==> src/rtl/i2c_tx_queue.sv <==
// Elastic FIFO between the CPU ready/valid transmit port and the i2c master wr/busy handshake.
// Define I2C_TX_QUEUE_STATS_EN to add the hwm / words_sent / timeouts statistics outputs.
module i2c_tx_queue #(
  parameter int DEPTH    = 16,
  parameter int ACK_WAIT = 8,
  localparam int AW      = $clog2(DEPTH)
) (
  input  logic          clk,
  input  logic          rst_n,
  input  logic          in_valid,
  input  logic [8:0]    in_data,
  output logic          in_ready,
  output logic          i2c_wr,
  output logic [8:0]    i2c_data,
  input  logic          i2c_busy,
  output logic [AW:0]   level,
  output logic          ack_timeout
`ifdef I2C_TX_QUEUE_STATS_EN
  ,
  output logic [AW:0]   hwm,
  output logic [15:0]   words_sent,
  output logic [7:0]    timeouts
`endif
);

  typedef enum logic [1:0] {IDLE, ISSUE, ACK, DONE} state_t;

  state_t          state, state_nxt;
  logic [8:0]      mem [DEPTH];
  logic [AW-1:0]   wr_ptr, rd_ptr;
  logic [7:0]      timer;
  logic            push, pop;
  logic            timer_clr, timer_inc, timeout_nxt;

  assign in_ready = (level != (AW+1)'(DEPTH));
  assign push     = in_valid && in_ready;
  assign pop      = (state == IDLE) && (level != '0) && !i2c_busy;

  // NOTE: every signal written here gets a default first, so no path leaves it unassigned (no latch).
  always_comb begin
    state_nxt   = state;
    timer_clr   = 1'b0;
    timer_inc   = 1'b0;
    timeout_nxt = 1'b0;
    case (state)
      IDLE:  if (pop) state_nxt = ISSUE;
      ISSUE: begin
        timer_clr = 1'b1;
        state_nxt = ACK;
      end
      ACK: begin
        if (i2c_busy) begin
          state_nxt = DONE;
        end else if (timer == 8'(ACK_WAIT - 1)) begin
          timeout_nxt = 1'b1;
          state_nxt   = IDLE;
        end else begin
          timer_inc = 1'b1;
        end
      end
      DONE:    if (!i2c_busy) state_nxt = IDLE;
      default: state_nxt = IDLE;
    endcase
  end

  // NOTE: storage array has no reset; level and the pointers alone define which entries are valid.
  always_ff @(posedge clk) begin
    if (push) mem[wr_ptr] <= in_data;
  end

  always_ff @(posedge clk or negedge rst_n) begin
    if (!rst_n) begin
      state       <= IDLE;
      timer       <= '0;
      wr_ptr      <= '0;
      rd_ptr      <= '0;
      level       <= '0;
      i2c_wr      <= 1'b0;
      i2c_data    <= '0;
      ack_timeout <= 1'b0;
    end else begin
      state       <= state_nxt;
      i2c_wr      <= pop;
      ack_timeout <= timeout_nxt;
      if (timer_clr)      timer <= '0;
      else if (timer_inc) timer <= timer + 8'd1;
      if (push) wr_ptr <= wr_ptr + AW'(1);
      if (pop) begin
        rd_ptr   <= rd_ptr + AW'(1);
        i2c_data <= mem[rd_ptr];
      end
      // Simultaneous push and pop leaves occupancy unchanged.
      case ({push, pop})
        2'b10:   level <= level + (AW+1)'(1);
        2'b01:   level <= level - (AW+1)'(1);
        default: level <= level;
      endcase
    end
  end

`ifdef I2C_TX_QUEUE_STATS_EN
  // level never exceeds DEPTH, so the high-water mark saturates by construction.
  always_ff @(posedge clk or negedge rst_n) begin
    if (!rst_n) begin
      hwm        <= '0;
      words_sent <= '0;
      timeouts   <= '0;
    end else begin
      if (level > hwm) hwm <= level;
      if (pop) words_sent <= words_sent + 16'd1;
      if (timeout_nxt && timeouts != 8'hFF) timeouts <= timeouts + 8'd1;
    end
  end
`endif

endmodule

==> config.mk <==
export PLATFORM = sky130hd
export DESIGN_NAME = i2c_tx_queue
export DESIGN_NICKNAME = d
export VERILOG_FILES = /design/src/rtl/i2c_tx_queue.sv
export SDC_FILE = /design/constraint.sdc
export NUM_CORES = 1
export LEC_CHECK = 0
export BUFFER_PORTS_ARGS = -buffer_cell sky130_fd_sc_hd__buf_2
export CAP_MARGIN = 20
export CORE_ASPECT_RATIO = 1.5
export CORE_MARGIN = 3
export CORE_UTILIZATION = 45
export DETAILED_ROUTE_END_ITERATION = 10
export PLACE_DENSITY_LB_ADDON = 0.1
export REMOVE_ABC_BUFFERS = 1
export SLEW_MARGIN = 10
export SYNTH_ARGS = -nofsm -noshare
export SYNTH_HDL_FRONTEND = slang
export SYNTH_SLANG_ARGS = --single-unit
==> constraint.sdc <==
create_clock -name clk -period 3.7 [get_ports clk]
set_clock_uncertainty 0.05 [all_clocks]
set_input_delay 0.185 -clock clk [delete_from_list [all_inputs] [get_ports clk]]
set_output_delay 0.185 -clock clk [all_outputs]
set_load 0.005 [all_outputs]
==> results.md <==
* Met2 wire length at 7293 um
* Top routing layer used: met4
* Clk pwr share at between 20% and 30%
* I/O Buffers at 29
* Final Hold Fails at 0
* Syn Area/Cell at 17.72 um^2
* Root buffer cell: clkbuf_16
* Layout Cells excl Fill at ~670
* DRT Wirelength at roughly 14000 um
* Initial Util at approximately 46%
* Final slew viol count at 0
* Commonest non-fill, non-tap cells in the layout: edfxtp_1, nand2_1, mux4_2
* Clk buf depth at 2
* Diode count at 0
* Met1 wire length at around 5600 um
* Final Setup Violations at 0
* Final Hold Slack at approximately 0.09 ns
* Max-cap check violation count at 0
* Sequential fraction of the synthesis area at a little under three quarters
* Die area at roughly 18000 um^2
* Critical Path RT at slightly below 4 ns
* VDD IR max at about 0.37 mV
* Worst-Margin Slew at 1.033 ns
* Tot GR Track Use at approximately 17%
* Max Fclk at around 350 MHz
* Crit Path Class: flip-flop to flip-flop
* Comb pwr share at a little over a quarter
* Ratio of cells with drive above 1 in the final layout at a little over a quarter
* Core footprint at ~16000 um^2
* Detailed Place HPWL at a little under 9000 um
* Worst Hold Class: input pin to flip-flop
* Largest net degree at the start of global routing at 35
* Int Power at about 4.3 mW
* Sequential fraction of design power at between 40% and 50%
* Rows at 56
* Synth area leaders: edfxtp_1, dfrtp_1, mux4_2, nand2_1, mux2i_1
* Startpoint Class: flip-flop
* Clock H-tree levels at 4
* Unrepaired setup endpoints after global routing: false
* FF-to-FF setup slack at between 0.8 and 0.9 ns
* Post-synthesis cell area at approximately 7200 um^2
* Post-CTS resize count at 0
* Critical path peak fanout at 9
* Initial antenna violation count at 0
* Net Sw Frac at between 30% and 40%
* Setup TNS at 0 ns
* Die X-Extent at about 110 um
* Final ANT Viol Nets at 0
* Die height at approximately 160 um
* Part of the cycle the worst path needs at between 70 and 80%
* Setup crit end kind: flip-flop
* Met3 wire len at 433 um
* Status: finished, final reports clean
* Synth unique cells at 40
* First-pass GRT wire length at around 22000 um
* Crit path largest cell delay at 0.44 ns
* Power density over the cells at between 700 and 800 nW/um^2
* PnR Total Power at 6.237 mW
* Yosys warns at 0
* Arr. time, crit path at 3.14 ns
* Area after DPL at roughly 7600 um^2
* Placement Setup Slack at about 0.86 ns
* Leakage power at approximately 3 nW
* I/O pin count at 30
* Worst rel slew slack at 30.88%
* NetSw at ~1.9 mW
* DR vias/cell at between 5 and 6
* Skew-Pair Late Insertion Delay at 0.42 ns
* Post-Layout Inst Area at about 8300 um^2
* Top-area cell type share of the netlist area at 59.97%
* Drt wl/cell at approximately 20 um
* Synth-to-Final Area Change at 14.52%
* Fin worst setup slack at 0.8118 ns
* Vias at around 3600
* Sinks on Clock Net at 178
* Residual DRC count at 0
* FF+latch count, synth at around 180
* Post-Route Utilization at between 50% and 60%
* Mapped Cells at ~410
* Nets@finish at a little under 500
* Yosys top cell by area: edfxtp_1
* Minimum clock period at 2.888 ns
* Crit-path cells: nor4_1 > nand2_1 > and2_1 > inv_2 > ha_1 > inv_1 > fa_1 > nor2b_1 > o21ai_1 > nand3_1 > or3b_1 > xnor2_1
* Final Wtd Congestion at 0.7483
* First-pass DRT Iterations at 4
* Commonest non-fill, non-tap cell in the layout: edfxtp_1
* Critical path's slowest cell: dfrtp_1
* Number of buffers created by CTS at 17
* Grt ovf at 0
* Vias in the first global route at ~3800
* Detailed Route Iter0 Violations at ~240
* Post-Place Cells at about 640
* CTS tree: done
* Worst-path clk slew at 0.07 ns
==> cell type report <==
| type | instances | area [um^2] |
|---|---|---|
| clock buffer | 17 | 425.4 |
| clock inverter | 15 | 168.9 |
| fill | 1309 | 7437 |
| inverter | 13 | 48.80 |
| multi-input combinational | 197 | 1864 |
| sequential | 178 | 5176 |
| tap | 203 | 254.0 |
| timing repair buffer | 50 | 320.3 |
==> sequential cells by signal, summed over array words and instances, names as in the netlist <==
| register | cells |
|---|---|
| mem | 144 |
| i2c_data | 9 |
| timer | 8 |
| level | 5 |
| rd_ptr | 4 |
| wr_ptr | 4 |
| state | 2 |
| ack_timeout | 1 |
| i2c_wr | 1 |
==> cells by family after synthesis <==
kind of cell / after synthesis / synth area share [%]
AO/OA/AOI/OAI: 36 / 2.846
XOR/XNOR: 10 / 1.215
adder cells (fa/ha/maj): 11 / 2.013
buffers and inverters: 32 / 2.377
flip-flops: 178 / 71.77
multiplexers: 58 / 14.51
AND/OR/NAND/NOR: 82 / 5.275
==> synth_stat cells, drive strengths merged <==
cell	n
a21bo	1
nor3b	1
fa	1
o21ai	27
a21oi	5
edfxtp	144
or4	1
or3b	1
nand4	3
ha	10
inv	13
nor2	14
mux2i	13
and2	2
buf	13
clkbuf	6
o41ai	1
nand3	5
o31ai	1
xnor2	8
mux4	36
and3	1
nor3	7
a21o	1
nand2	40
mux2	9
nor4	1
nand2b	3
xor2	2
nor4bb	1
dfrtp	34
nor2b	2
==> power by group through the flow <==
stage	sequential, mW	combinational [mW]	clock, mW
after floorplan	2.84	1.07	0
after global placement	2.77	1.72	0
after detailed placement	2.79	1.74	0
after CTS	2.75	1.75	1.84
after global routing	2.79	1.89	1.92
final	2.74	1.71	1.79
==> final timing paths <==
| path | cells after the start | startpoint | endpoint |
|---|---|---|---|
| worst max-delay path | 12 | level[0] | level[4] |
| worst min-delay path | 1 | in_data[1] | mem[13][1] |
| worst max register to register | 12 | level[0] | level[4] |
| worst min register to register | 2 | i2c_data[5] | i2c_data[5] |
| max in group asynchronous | 2 | rst_n | rd_ptr[0] |
| min in group asynchronous | 2 | rst_n | level[0] |
==> what timing repair did <==
action,in CTS,in global routing
hold endpoints to repair,36,0
hold buffers,2,0
buffers inserted,0,0
==> per-layer routing <==
metal  vias up  global-route usage [%]
li1       1660                       -
met1      1904                   21.66
met2        62                   28.65
met3        19                   3.958
met4         0                   6.239
met5         -                       0
==> worst max-delay path: cells and delay by family (launching register included) <==
kind                     cells  cell delay [ns]
AO/OA/AOI/OAI                1             0.08
XOR/XNOR                     1             0.13
adder cells (fa/ha/maj)      2             0.64
buffers and inverters        2             0.19
flip-flops                   1             0.44
AND/OR/NAND/NOR              6             1.24
Note: power is estimated with default switching activity, not from simulation.
